--- src/rtl/noc_pkg.sv ---
// noc_pkg: shared port indices, input-controller state encoding and flit destination helpers
package noc_pkg;
  localparam int PORT_L = 0;
  localparam int PORT_N = 1;
  localparam int PORT_E = 2;
  localparam int PORT_S = 3;
  localparam int PORT_W = 4;
  localparam int NUM_PORTS = 5;
  typedef logic [NUM_PORTS-1:0] portVecT;
  typedef enum logic [2:0] {IDLE, REQ, WAIT, ROUTE, ARB, SEND} stateT;
  // Flits are zero-extended to 64 bits; destination fields are at most 8 bits wide.
  function automatic logic [7:0] getDestX(input logic [63:0] flit, input int dataWidth, input int dim);
    return 8'((flit >> (dataWidth - dim)) & ((64'd1 << dim) - 64'd1));
  endfunction
  function automatic logic [7:0] getDestY(input logic [63:0] flit, input int dataWidth, input int dim);
    return 8'((flit >> (dataWidth - 2 * dim)) & ((64'd1 << dim) - 64'd1));
  endfunction
endpackage

--- src/rtl/xy_route_calc.sv ---
// xy_route_calc: combinational XY dimension-order route to a one-hot output port
// Ports: destX/destY flit destination, curX/curY this router, route one-hot {W,S,E,N,L}.
module xy_route_calc
  import noc_pkg::*;
#(
  parameter int dim = 2
) (
  input  logic [dim-1:0] destX,
  input  logic [dim-1:0] destY,
  input  logic [dim-1:0] curX,
  input  logic [dim-1:0] curY,
  output portVecT        route
);
  always_comb
    route = destX > curX ? portVecT'(1 << PORT_E) :
            destX < curX ? portVecT'(1 << PORT_W) :
            destY > curY ? portVecT'(1 << PORT_N) :
            destY < curY ? portVecT'(1 << PORT_S) :
                           portVecT'(1 << PORT_L);
endmodule

--- src/rtl/input_controller.sv ---
// input_controller: pops one flit from the input FIFO, XY-routes it, arbitrates and sends it to the crossbar
// Ports: clk, reset (sync, active-high); fifoEmpty/reqFifo/gntFifo/PacketIn FIFO pop handshake;
// reqSw/gntSw one-hot switch-allocator handshake; PacketOut/validOut crossbar output.
// Build option INCTR_STATS_EN adds pktCount (wrapping sent-flit count) and stallCycles (saturating ARB stall count).
module input_controller
  import noc_pkg::*;
#(
  parameter int dataWidth = 32,
  parameter int dim = 2,
  parameter logic [dim-1:0] curX = dim'(1),
  parameter logic [dim-1:0] curY = dim'(1)
) (
  input  logic                 clk,
  input  logic                 reset,
  input  logic                 fifoEmpty,
  output logic                 reqFifo,
  input  logic                 gntFifo,
  input  logic [dataWidth-1:0] PacketIn,
  output portVecT              reqSw,
  input  portVecT              gntSw,
  output logic [dataWidth-1:0] PacketOut,
  output logic                 validOut
`ifdef INCTR_STATS_EN
  ,
  output logic [15:0]          pktCount,
  output logic [15:0]          stallCycles
`endif
);
  stateT state;
  logic [dataWidth-1:0] flitReg;
  portVecT route, nextRoute;
  logic [dim-1:0] destX, destY;
  assign destX = dim'(getDestX(64'(flitReg), dataWidth, dim));
  assign destY = dim'(getDestY(64'(flitReg), dataWidth, dim));
  xy_route_calc #(.dim(dim)) routeCalc (
    .destX(destX),
    .destY(destY),
    .curX (curX),
    .curY (curY),
    .route(nextRoute)
  );
  always_ff @(posedge clk) begin
    if (reset) begin
      state     <= IDLE;
      reqFifo   <= 1'b0;
      reqSw     <= '0;
      validOut  <= 1'b0;
      PacketOut <= '0;
      flitReg   <= '0;
      route     <= '0;
    end else begin
      reqFifo  <= 1'b0;
      validOut <= 1'b0;
      case (state)
        IDLE: if (!fifoEmpty) begin
          state   <= REQ;
          reqFifo <= 1'b1;
        end
        REQ: state <= WAIT;
        // A missing grant abandons the attempt; IDLE re-checks fifoEmpty.
        WAIT: begin
          if (gntFifo) flitReg <= PacketIn;
          state <= gntFifo ? ROUTE : IDLE;
        end
        ROUTE: begin
          route <= nextRoute;
          reqSw <= nextRoute;
          state <= ARB;
        end
        ARB: if ((gntSw & route) != '0) begin
          reqSw     <= '0;
          validOut  <= 1'b1;
          PacketOut <= flitReg;
          state     <= SEND;
        end
        default: state <= IDLE;
      endcase
    end
  end
`ifdef INCTR_STATS_EN
  always_ff @(posedge clk) begin
    if (reset) begin
      pktCount    <= '0;
      stallCycles <= '0;
    end else begin
      if (state == SEND) pktCount <= pktCount + 16'd1;
      if (state == ARB && (gntSw & route) == '0 && stallCycles != 16'hFFFF) stallCycles <= stallCycles + 16'd1;
    end
  end
`endif
endmodule

--- config.mk ---
export PLATFORM = sky130hd
export DESIGN_NAME = input_controller
export DESIGN_NICKNAME = d
export VERILOG_FILES = /design/src/rtl/noc_pkg.sv /design/src/rtl/xy_route_calc.sv /design/src/rtl/input_controller.sv
export SDC_FILE = /design/constraint.sdc
export NUM_CORES = 1
export LEC_CHECK = 0
export ABC_CLOCK_PERIOD_IN_PS = 1910
export BUFFER_PORTS_ARGS = -buffer_cell sky130_fd_sc_hd__buf_2
export CORE_ASPECT_RATIO = 1.5
export CORE_MARGIN = 2
export CORE_UTILIZATION = 45
export CTS_CLUSTER_SIZE = 12
export DETAILED_ROUTE_END_ITERATION = 8
export PLACE_DENSITY = 0.69
export SYNTH_ARGS = -nofsm -noshare
export SYNTH_HDL_FRONTEND = slang
export SYNTH_SLANG_ARGS = --single-unit
--- constraint.sdc ---
create_clock -name clk -period 1.91 [get_ports clk]
set_input_delay 0.573 -clock clk [delete_from_list [all_inputs] [get_ports clk]]
set_output_delay 0.573 -clock clk [all_outputs]
set_load 0.02 [all_outputs]
==> impl_metrics.toml <==
[global_routing]
track_usage_pct = 17.8
gr-total-overflow = 0
grt_pass1_vias = 2397
grt_pass1_wl_um = 10800
met2_usage_pct = 30.3
grtUsageMet1_pct = 20.7
grt.met3_usage_pct = 5.36
grt_antenna_before_repair = 0
grt_max_degree = 43
grt-busiest-layer = "met2"

[synth]
seq_area_frac_synth_pct = 50.0
synth_top_flop_cell = "dfxtp_1"
synthTopCellsByArea = "dfxtp_1 50%, nand2b_1 13%, mux2i_1 10%"
synth_top_area_cell = "dfxtp_1"
synth_cells = 342
synth_edf_count = 0
synth_cell_types = 27
async_flop_share_pct = 0
synth.top_cell.area_share_pct = 50.0
synth_area_per_cell_um2 = 9.25
yosys_warnings = 0
synth_area_um2 = 3160
syn_nets = 383
ys_ff_latch = 79

[cells_and_area]
multi_input_area_um2 = 1440
num-fill-cells = 604
drive_gt1_share_pct = 26.5
seq_area_um2 = 1580
nNetsFinal = 459
antenna_cells = 0
area_delta_synth_final_pct = 23.8

[worst_setup_path]
path_class = "reg -> reg"
setup.worst_path.start_class = "flop"
crit_fanout = 19
critPathTopFamily = "flip-flops"
crit_buf_inv = 1
critPathSlowestCell = "dfxtp_1"
arrival_ns = 1.86
end_kind = "flop"
crit_required_ns = 2.18
max_stage_delay_ns = 0.45
path_cells = "or3b_4 -> a21oi_4 -> buf_12 -> mux2i_1"

[floorplanning]
start_util_pct = 46.2
num_rows = 37
dieArea_um2 = 7730
die_w_um = 72.5
die_height_um = 107
core_area_um2 = 6850
ioPinCount = 80

[clocking]
ctsRootBufferMaster = "clkbuf_8"
cts_resized = 0
postCtsSetupRepairBufs = 0
tritoncts.num_buffers = 9
cts_num_sinks = 79
htreeDepth = 3
clkLatencyLatePin_ns = 0.34
max-clock-path-buffers = 2
clkTransAtPathRegs_ns = 0.07
cts_tree = "yes"
cts_hold_buf = 0

[placed_design]
gp_congestion = 0.710
portBuffers = 79
pre_cts_slack_ns = 0.133
hpwl_um = 4570

[route]
route.detailed.wl_per_inst_um = 13.1
via_per_inst = 5.00
drt-initial-drc-count = 141
antenna_left = 0
vias = 2506
detail_route.first_pass.iterations = 5
drc = 0
wl_um = 6550

[sta]
finalWorstSetupSlack_ns = 0.319
max_freq_mhz = 629
min_period_ns = 1.59
drv_slew = 0
fin_crit_sh_pct = 83.3
clock_skew_ns = 0.00713
finalSetupViolCount = 0
hold_violations = 0
rsz0062_at_grt = "false"
relSlewSlack_pct = 66.5
setup-tns-final_ns = 0
worst_slew_pin_slew_ns = 0.501

[power]
powerDensity_nw_per_um2 = 879
vdd_drop_max_uv = 780
leakagePower_nw = 1.49

[job]
drv_cap = 0

[status]
status = "completed"

[min_path]
hold_path_class = "reg -> reg"
[cell usage after synthesis (3+ instances only)]
| cell type | count |
|---|---|
| nand2b_1 | 65 |
| buf_2 | 3 |
| clkbuf_1 | 18 |
| nor2_1 | 4 |
| dfxtp_1 | 79 |
| nand2_1 | 69 |
| o22ai_1 | 5 |
| nand3b_1 | 6 |
| a21oi_1 | 38 |
| buf_12 | 3 |
| mux2i_1 | 33 |
[power by group]
part / internal [W] / switching, W
clock: 0.000999 / 0.000579
sequential: 0.00167 / 0.0000181
combinational: 0.0000925 / 0.0000846
[cell type report]
type                    count  share of cell area (%)
multi-input cells         238                    36.7
flip-flops and latches     79                    40.4
clock buffers              10                    3.26
repair buffers             90                    13.8
clock inverters             6                    3.39
well taps                  78                    2.49
[per-layer routing]
layer	vias to the layer above	part of all wire, %
li1	1277	-
met1	1154	42
met2	68	51
met3	7	5.1
met4	0	1.2
met5	-	0
[worst register-to-register path, stage by stage (launching register included)]
cell and delay (ns):
dfxtp_1 0.45, or3b_4 0.45, a21oi_4 0.20, buf_12 0.20, mux2i_1 0.21
[cell families (layout without fill, tap and decap cells)]
group           count (synthesis)  after routing  share of synthesized area [%]
compound gates                 49             49                           8.50
mux                            34             34                           10.8
flops                          79             79                           50.0
simple gates                  155            155                           25.8
buf+inv                        25            106                           4.87
[registers in the layout, summed over array words and instances (netlist names)]
name / count
PacketOut: 32
flitReg: 32
reqFifo: 1
reqSw: 5
route: 5
state: 3
validOut: 1
[stage by stage]
stage                     power [W]  utilization (%)  instances  instance area [µm²]  hold slack [ns]
after global placement      0.00190             53.3        485                 3650            0.442
after detailed placement    0.00190             53.3        485                 3650            0.447
final                       0.00344             57.1        501                 3920            0.455
after global routing        0.00358             57.1        501                 3920            0.451
after CTS                   0.00348             57.1        501                 3920            0.443
after floorplan             0.00182                -        342                 3160            0.436
[path summary, 6_finish.rpt]
| path | from | endpoint | slack [ns] | cells past startpoint |
|---|---|---|---|---|
| worst min register to register | flitReg[11] | flitReg[11] | 0.46 | 2 |
| worst max register to register | state[2] | PacketOut[4] | 0.32 | 4 |
| worst min-delay path | flitReg[11] | flitReg[11] | 0.46 | 2 |
| worst max-delay path | state[2] | PacketOut[4] | 0.32 | 4 |
[layout by cell type, fill, tap and decap left out]
| cell | count |
|---|---|
| a21o_2 | 1 |
| a21oi_1 | 38 |
| a21oi_4 | 1 |
| a222oi_1 | 1 |
| a22oi_1 | 1 |
| and4bb_2 | 2 |
| buf_12 | 5 |
| buf_2 | 79 |
| buf_4 | 6 |
| bufinv_16 | 4 |
| clkbuf_1 | 1 |
| clkbuf_8 | 9 |
| clkinv_2 | 1 |
| clkinvlp_4 | 1 |
| dfxtp_1 | 79 |
| mux2_2 | 1 |
| mux2i_1 | 33 |
| nand2_1 | 69 |
| nand2b_1 | 65 |
| nand3_1 | 2 |
| nand3b_1 | 6 |
| nand4b_1 | 1 |
| nand4bb_1 | 1 |
| nor2_1 | 4 |
| nor3_1 | 2 |
| o21a_1 | 1 |
| o21ai_0 | 1 |
| o22ai_1 | 5 |
| or2b_1 | 1 |
| or3_2 | 1 |
| or3b_4 | 1 |
No activity file was read; power rests on OpenSTA's default activity.
